File: src/rtl/key_cmd_encoder.sv
// key_cmd_encoder: debounces a bank of raw key inputs, picks the highest-index
// pressed key and emits its command code once on press, then auto-repeats
// while held. Commands are held in a single-entry output register with a
// valid/ack handshake; commands arriving while that register is still full
// are discarded and flagged on a sticky dropped bit.
module key_cmd_encoder #(
  parameter int                    NKEYS           = 5,
  parameter int                    IW              = 4,
  parameter logic [NKEYS*IW-1:0]   CODE_MAP        = 20'h23145,
  parameter int                    DEBOUNCE_CYCLES = 16,
  parameter int                    REPEAT_EN       = 1,
  parameter int                    REPEAT_DELAY    = 50000000,
  parameter int                    REPEAT_PERIOD   = 10000000
) (
  input  logic             sysclk,
  input  logic             rst,
  input  logic [NKEYS-1:0] keys,
  input  logic             cmd_ack,
  input  logic             drop_clr,
  output logic [NKEYS-1:0] key_state,
  output logic             cmd_valid,
  output logic [IW-1:0]    cmd,
  output logic             dropped
);

  localparam int KW   = (NKEYS > 1) ? $clog2(NKEYS) : 1;
  localparam int DW   = $clog2(DEBOUNCE_CYCLES + 1);
  localparam int RMAX = (REPEAT_DELAY > REPEAT_PERIOD) ? REPEAT_DELAY : REPEAT_PERIOD;
  localparam int RW   = $clog2(RMAX);

  localparam logic [DW-1:0] DB_LAST = DW'(DEBOUNCE_CYCLES - 1);
  localparam logic [RW-1:0] RD_LAST = RW'(REPEAT_DELAY - 1);
  localparam logic [RW-1:0] RP_LAST = RW'(REPEAT_PERIOD - 1);

  typedef enum logic [1:0] {IDLE, DELAY, REPEAT} state_t;

  logic [NKEYS-1:0]         sync1, sync2;
  logic [NKEYS-1:0][DW-1:0] dcnt;
  state_t                   state;
  logic [RW-1:0]            rcnt;
  logic [KW-1:0]            act;
  logic [KW-1:0]            top;
  logic                     any;
  logic                     emit;
  logic [IW-1:0]            code;

  // Two-flop synchronizer on the raw key levels
  always_ff @(posedge sysclk) begin
    if (rst) begin
      sync1 <= '0;
      sync2 <= '0;
    end else begin
      sync1 <= keys;
      sync2 <= sync1;
    end
  end

  // Per-key debounce: accept a new level only after it has disagreed with
  // the debounced level for DEBOUNCE_CYCLES cycles in a row
  always_ff @(posedge sysclk) begin
    if (rst) begin
      dcnt      <= '0;
      key_state <= '0;
    end else begin
      for (int k = 0; k < NKEYS; k++) begin
        if (sync2[k] != key_state[k]) begin
          if (dcnt[k] == DB_LAST) begin
            key_state[k] <= sync2[k];
            dcnt[k]      <= '0;
          end else begin
            dcnt[k] <= dcnt[k] + 1'b1;
          end
        end else begin
          dcnt[k] <= '0;
        end
      end
    end
  end

  // Active key: highest-index debounced key, plus its command code
  always_comb begin
    any = |key_state;
    top = '0;
    for (int k = 0; k < NKEYS; k++)
      if (key_state[k]) top = KW'(k);
    code = CODE_MAP[int'(top)*IW +: IW];
  end

  // Emission decision for the current cycle
  always_comb begin
    emit = 1'b0;
    case (state)
      IDLE:    emit = any;
      DELAY:   emit = any && ((top != act) || (REPEAT_EN != 0 && rcnt == RD_LAST));
      REPEAT:  emit = any && ((top != act) || (rcnt == RP_LAST));
      default: emit = 1'b0;
    endcase
  end

  // Repeat FSM plus the single-entry command register and drop flag
  always_ff @(posedge sysclk) begin
    if (rst) begin
      state     <= IDLE;
      rcnt      <= '0;
      act       <= '0;
      cmd_valid <= 1'b0;
      cmd       <= '0;
      dropped   <= 1'b0;
    end else begin
      case (state)
        IDLE: begin
          if (any) begin
            act   <= top;
            rcnt  <= '0;
            state <= DELAY;
          end
        end
        DELAY: begin
          if (!any) begin
            state <= IDLE;
          end else if (top != act) begin
            act  <= top;
            rcnt <= '0;
          end else if (REPEAT_EN != 0 && rcnt == RD_LAST) begin
            rcnt  <= '0;
            state <= REPEAT;
          end else if (rcnt != RD_LAST) begin
            rcnt <= rcnt + 1'b1;
          end
        end
        REPEAT: begin
          if (!any) begin
            state <= IDLE;
          end else if (top != act) begin
            act   <= top;
            rcnt  <= '0;
            state <= DELAY;
          end else if (rcnt == RP_LAST) begin
            rcnt <= '0;
          end else begin
            rcnt <= rcnt + 1'b1;
          end
        end
        default: state <= IDLE;
      endcase

      // A full register only takes a new command when it is acked this cycle
      if (emit) begin
        if (!cmd_valid || cmd_ack) begin
          cmd       <= code;
          cmd_valid <= 1'b1;
        end
      end else if (cmd_valid && cmd_ack) begin
        cmd_valid <= 1'b0;
        cmd       <= '0;
      end

      // A drop event beats a simultaneous clear
      if (emit && cmd_valid && !cmd_ack)
        dropped <= 1'b1;
      else if (drop_clr)
        dropped <= 1'b0;
    end
  end

endmodule
File: config.mk
export PLATFORM = sky130hd
export DESIGN_NAME = key_cmd_encoder
export DESIGN_NICKNAME = d
export VERILOG_FILES = /design/src/rtl/key_cmd_encoder.sv
export SDC_FILE = /design/constraint.sdc
export NUM_CORES = 1
export LEC_CHECK = 0
export CORE_MARGIN = 2
export CORE_UTILIZATION = 60
export CTS_CLUSTER_SIZE = 12
export DETAILED_ROUTE_END_ITERATION = 12
export DONT_BUFFER_PORTS = 1
export GPL_TIMING_DRIVEN = 0
export PLACE_DENSITY = 0.76
export SLEW_MARGIN = 20
export SYNTH_ARGS = -nofsm -noshare
export SYNTH_HDL_FRONTEND = slang
export SYNTH_SLANG_ARGS = --single-unit
File: constraint.sdc
create_clock -name sysclk -period 4 [get_ports sysclk]
set_input_delay 0 -clock sysclk [delete_from_list [all_inputs] [get_ports sysclk]]
set_output_delay 0 -clock sysclk [all_outputs]
set_load 0.005 [all_outputs]
## Word-level counts from Yosys, hierarchy flattened

Index checks and enable logic that the tools add are counted.

| storage, ports and cells | value |
|---|---|
| register bits after elaboration | 77 |
| logic and storage cells | 120 |
| latch bits | 0 |
| memories | 0 |
| ROM bits | 0 |
| bits in writable memories | 0 |

| cells by class | value |
|---|---|
| eq/ne operators | 26 |
| bitwise gates (word level) | 5 |
| order comparisons | 0 |
| $mul | 0 |
| multiplexer cells | 33 |
| shift operators | 1 |
| divide/modulo/power cells | 0 |
| add/subtract/negate cells | 6 |
| reductions and logical operators | 31 |

Operator list:

| cell | number |
|---|---|
| two-way mux 26 bit | 8 |
| one-hot mux 26 bit (3 select lines) | 1 |
| adder 26 x 1 -> 26 bit, second input constant | 1 |
| equality test 26 x 24 -> 1 bit, second input constant | 1 |
| equality test 26 bit, second input constant | 1 |
| != test 26 bit, second input constant | 1 |
| adder 5 x 1 -> 5 bit, second input constant | 5 |
| equality test 5 x 4 -> 1 bit, second input constant | 5 |
| variable part select 20 x 6 -> 4 bit, first input constant | 1 |
| two-way mux 3 bit | 6 |
| OR reduction 3 bit | 5 |
| two-way mux 2 bit | 6 |
| two-way mux 4 bit | 3 |
| AND reduction 2 bit | 6 |
| != test 3 bit, second input constant | 3 |
| AND reduction 4 bit | 2 |
| two-way mux 1 bit | 6 |
| != test 2 x 1 -> 1 bit, second input constant | 3 |
| != test 2 bit, second input constant | 3 |
| one-hot mux 2 bit (3 select lines) | 1 |
| one-hot mux 3 bit (2 select lines) | 1 |
| nonzero test 2 bit | 3 |
| logical AND 1 bit | 5 |
| != test 1 bit | 5 |
| 13 further kinds | 20 |

## Logic depth before layout (Yosys ltp)

| logic depth | value |
|---|---|
| depth after elaboration | 11 |
| depth in mapped cells | 9 |

## Least setup slack after synthesis

Ideal clock, no wire load.

| timing path | value |
|---|---|
| kind | reg2reg |
| start point | reg state[0] |
| end point | reg rcnt[17] |
| required time | 3.926 ns |
| path slack | 1.639 ns |
| arrival time | 2.286 ns |
| path buffers | 1 |
| cell stages (with the launch flop) | 10 |
| cells stage by stage | dfxtp_1 -> inv_1 -> ha_1 -> or3_1 -> a31oi_2 -> and3_1 -> buf_6 -> nand3_1 -> or3b_1 -> a31oi_1 |

| between the ends | value |
|---|---|
| cells in the longest elaborated chain, start to end | 3 |
| elaborated cells between the ends (all ways) | 10 |
| those cells by class | eq/ne (6); mux (1); reduce/logical (3) |

Ends and longest elaborated chain:

| element | line | source |
|---|---|---|
| start: declaration | 39 | `state_t state;` |
| start signal: assignment | 103 | `state <= IDLE;` |
| start signal: assignment | 115 | `state <= DELAY;` |
| start signal: assignment | 120 | `state <= IDLE;` |
| equality test 2 x 1 -> 1 bit, or another cell as far along | 110 | `case (state)` |
| != test 4 bit (no line), or another cell as far along | -- |  |
| AND reduction 5 bit (no line) | -- |  |
| end signal: assignment | 128 | `rcnt <= rcnt + 1'b1;` |
| end signal: assignment | 141 | `rcnt <= rcnt + 1'b1;` |
| end: declaration | 40 | `logic [RW-1:0] rcnt;` |

Parallel ways exist; a longest one is shown, timed or not.
A chain may end at the register's enable or synchronous reset.

## Worst setup path after layout

| timing path | value |
|---|---|
| start point | reg rcnt[11] |
| end point | reg dropped |

| between the ends | value |
|---|---|
| cells in the longest elaborated chain, start to end | 7 |
| elaborated cells between the ends (all ways) | 11 |
| those cells by class | eq/ne (2); mux (2); reduce/logical (7) |

Ends and longest elaborated chain:

| element | line | source |
|---|---|---|
| equality test 26 x 24 -> 1 bit or equality test 26 bit (tied branches) | 95, 94 |  |
| logical OR 1 bit, on equally long branches | 95, 94 |  |
| logical AND 1 bit, on equally long branches | 95, 94 |  |
| one-hot mux 1 bit (3 select lines) (*) | 92 | `case (state)` |
| logical AND 1 bit (*) (2 in a row) | 159 | `if (emit && cmd_valid && !cmd_ack)` |
| two-way mux 1 bit or nonzero test 2 bit (tied branches) | -- |  |
| end signal: assignment | 108 | `dropped <= 1'b0;` |
| end signal: assignment | 160 | `dropped <= 1'b1;` |
| end signal: assignment | 162 | `dropped <= 1'b0;` |
| end: declaration | 23 | `output logic dropped` |

Every way passes the cells marked *; elsewhere a longest branch is shown, timed or not.

==> metrics.md <==
| Metric | Value |
|---|---|
| Mux contribution to synthesized area | `2.294%` |
| Pwr/cell area | `375.2 nW/um^2` |
| CTS max path bufs | `2` |
| Largest family of logic cells by synthesized area | `simple AND/OR/NAND/NOR gates` |
| Chip width | `80.88 um` |
| Yosys cell types | `57` |
| Compound-cell area share of the yosys netlist | `9.986%` |
| XOR/XNOR Fraction of Synth Area | `7.657%` |
| Mapped Area | `3546 sq um` |
| Commonest cells after routing, fill and taps aside | `76 x dfxtp_1, 63 x nor2_1, 28 x nand2_1, 23 x nand3_1, 18 x inv_1` |
| Simple-gate share of the synthesized area | `27.59%` |
| Post-route minimum period | `2.740 ns` |
| CTS tree | `yes` |
| Tot GR Track Use | `23.34%` |
| Number of cells on the worst hold path | `3` |
| Hold crit path type | `in -> reg` |
| Least-Margin Pin Slew | `0.7581 ns` |
| First-pass GRT wire length | `11,790 um` |
| RR Startpoint | `rcnt[11]` |
| Leak Pwr | `1.441 nW` |
| WL/cell | `14.05 um` |
| Max Cap Violations | `0` |
| Commonest non-fill, non-tap cell in the layout | `dfxtp_1` |
| Max-slew violation count | `0` |
| Highest ir drop seen on vdd | `0.0002444 V` |
| Crit path cell chain | `or4b_4 > or4_4 > nor3_1 > o21bai_2 > o21ai_2 > o31ai_1 > dlygate4sd3_1` |
| Beginning of the worst hold path | `rst` |
| Gr ovfl total | `0` |
| Area Growth Syn to Fin | `10.09%` |
| Pin count of the biggest net entering global routing | `13` |
| Core area | `5608 sq um` |
| CP Launch Point | `rcnt[11]` |
| Mean Syn Cell Area | `8.909 sq um` |
| R2r setup slk | `1.26 ns` |
| Starting density of the core | `63.23%` |
| H-Tree Depth | `3` |
| Final Instance Area | `3904 sq um` |
| Slowest-stage cell, CP | `dlygate4sd3_1` |
| Rel. slew slack | `49.46%` |
| Placed Instance Area | `3636 sq um` |
| Buf/Inv on CP | `1` |
| Clk_skew | `0.005153 ns` |
| # Post-CTS Setup Buffers | `0` |
| Vias per std cell | `5.676` |
| Final wirelength | `6940 um` |
| Row count | `27` |
| Reg2reg path depth | `7` |
| Final #Nets | `442` |
| Final ANT Viol Nets | `0` |
| Cell count after synthesis | `398` |
| TritonRoute pass-1 iters | `5` |
| Inserted Clock Buffers | `9` |
| Seq/Total Area, Yosys | `42.91%` |
| Fmax | `0.3650 GHz` |
| Adder-cell area share of the yosys netlist | `5.293%` |
| Data required time of the worst path | `4.30 ns` |
| Startpoint Class | `register` |
| Share of layout cells above drive strength 1 | `8.057%` |
| DR vias | `2,804` |
| Final Hold Viols | `0` |
| Total of warnings raised by yosys | `0` |
| Largest stage delay, worst path | `0.57 ns` |
| WS Path Type | `reg -> reg` |
| Async SR Flop Fraction | `0%` |
| Top delay family on crit path | `simple AND/OR/NAND/NOR gates` |
| Initial DRC Count | `127` |
| CTS root buf | `clkbuf_8` |
| Die area | `6541 sq um` |
| Setup TNS | `0 ns` |
| Arr. time, crit path | `3.04 ns` |
| Clock sinks | `76` |
| Part of the cycle the worst path needs | `68.49%` |
| Syn nets | `422` |
| Ys flop type | `dfxtp_1` |
| CP max FO | `5` |
| Io pins | `20` |
| Clk_lat worst skew | `0.35 ns` |
| Number of global-route vias before repair | `2,584` |
| #FFs+latches synth | `76` |
| Antenna Cells | `0` |
| Critical Path Sink Type | `register` |
| Status | `completed` |
| Worst reg2reg endpoint | `dropped` |
| Initial antenna violation count | `0` |
| Endpoints failing setup | `0` |
| HPWL after DPL | `4935 um` |
| GP Congestion | `0.8446` |
| CTS clk-pin slew, worst paths | `0.08 ns` |
| Hold path endpoint | `rcnt[7]` |
| Die height | `80.88 um` |
| Drc violations | `0` |
| Port buffer count | `0` |
| Number of flops mapped to enable cells by yosys | `0` |
| Unrepaired setup endpoints after global routing | `false` |
==> cell families (layout without fill, tap and decap cells) <==
logic type / Yosys count / after routing
buffers and inverters: 31 / 55
AO/OA/AOI/OAI: 44 / 44
other: 1 / 1
AND/OR/NAND/NOR: 192 / 192
multiplexers: 8 / 8
XOR/XNOR: 31 / 31
adder cells (fa/ha/maj): 15 / 15
flip-flops: 76 / 76
==> area by class of cell <==
class                   instances  area (sq um)
inverters                      18         67.56
plain buffers                  13         80.08
repair buffers                  9         90.09
clock inverters                 3         22.52
multi-input cells             291          1877
flip-flops and latches         76          1521
fillers                       468          1704
clock buffers                  12         155.1
well taps                      72         90.09
==> per-stage QoR <==
step | util (%) | setup WS, ns | total power, mW | hold WS, ns | cells
after floorplan | - | 1.639 | 0.9099 | 0.1282 | 398
after global placement | 64.84 | 1.451 | 0.9387 | 0.1314 | 470
after detailed placement | 64.84 | 1.381 | 0.9417 | 0.1381 | 470
after CTS | 69.61 | 1.270 | 1.468 | 0.008796 | 494
after global routing | 69.61 | 1.040 | 1.522 | 0.04196 | 494
final | 69.61 | 1.260 | 1.465 | 0.01498 | 494
==> synth_stat cells (all sizes together), types with 3 or more instances <==
library cell | n | area [sq um]
o21ai | 6 | 56.30
a31oi | 7 | 50.05
nand4 | 11 | 68.82
nand2 | 28 | 105.1
xor2 | 17 | 148.9
xnor2 | 14 | 122.6
ha | 15 | 187.7
nand3 | 23 | 115.1
nor3 | 13 | 65.06
o2bb2ai | 3 | 26.28
clkbuf | 5 | 18.77
o21bai | 3 | 30.03
and3 | 14 | 88.84
a21oi | 9 | 45.04
inv | 18 | 67.56
nand3b | 4 | 30.03
o31ai | 3 | 22.52
mux2i | 7 | 70.07
buf | 8 | 61.30
or3 | 8 | 50.05
nor2b | 11 | 68.82
dfxtp | 76 | 1521
nor2 | 63 | 236.5
==> worst max path at each step <==
stage,end,slack (ns),depth (start not counted)
5_1_grt,dropped,1.04,7
6_report,dropped,1.26,7
3_5_place_dp,rcnt[17],1.38,9
4_1_cts,dropped,1.27,7
2_1_floorplan,rcnt[17],1.64,9
3_3_place_gp,rcnt[17],1.45,9
==> timing repair <==
| action | 4_1_cts | 5_1_grt |
|---|---|---|
| endpoints found under the setup margin | 0 | 0 |
| endpoints found under the hold margin | 17 | 0 |
| hold buffers | 9 | 0 |
| gates resized for setup | 0 | 0 |
==> worst register-to-register path, delay by kind of cell, from the launching register on <==
kind | cells | cell delay, ns
compound gates | 3 | 0.53
buf+inv | 1 | 0.57
flops | 1 | 0.36
simple gates | 3 | 1.22
==> layer usage <==
metal / routed length [um] / global-route usage (%)
met1: 3329 / 30.74
met5: 0 / 0
met3: 286 / 4.444
met2: 3192 / 37.85
met4: 132 / 9.153
==> flip-flops by register name (all words and copies together) (netlist names) <==
name       count
dcnt          25
key_state      5
cmd_valid      1
state          2
act            3
cmd            3
sync2          5
rcnt          26
sync1          5
dropped        1
==> report_power, final <==
group / internal (mW) / leakage [nW] / switching, mW
registers: 0.768 / 0.615 / 0.0104
logic: 0.0606 / 0.733 / 0.0930
clock network: 0.257 / 0.0924 / 0.275
total: 1.09 / 1.44 / 0.378
Note: power is estimated with default switching activity, not from simulation.
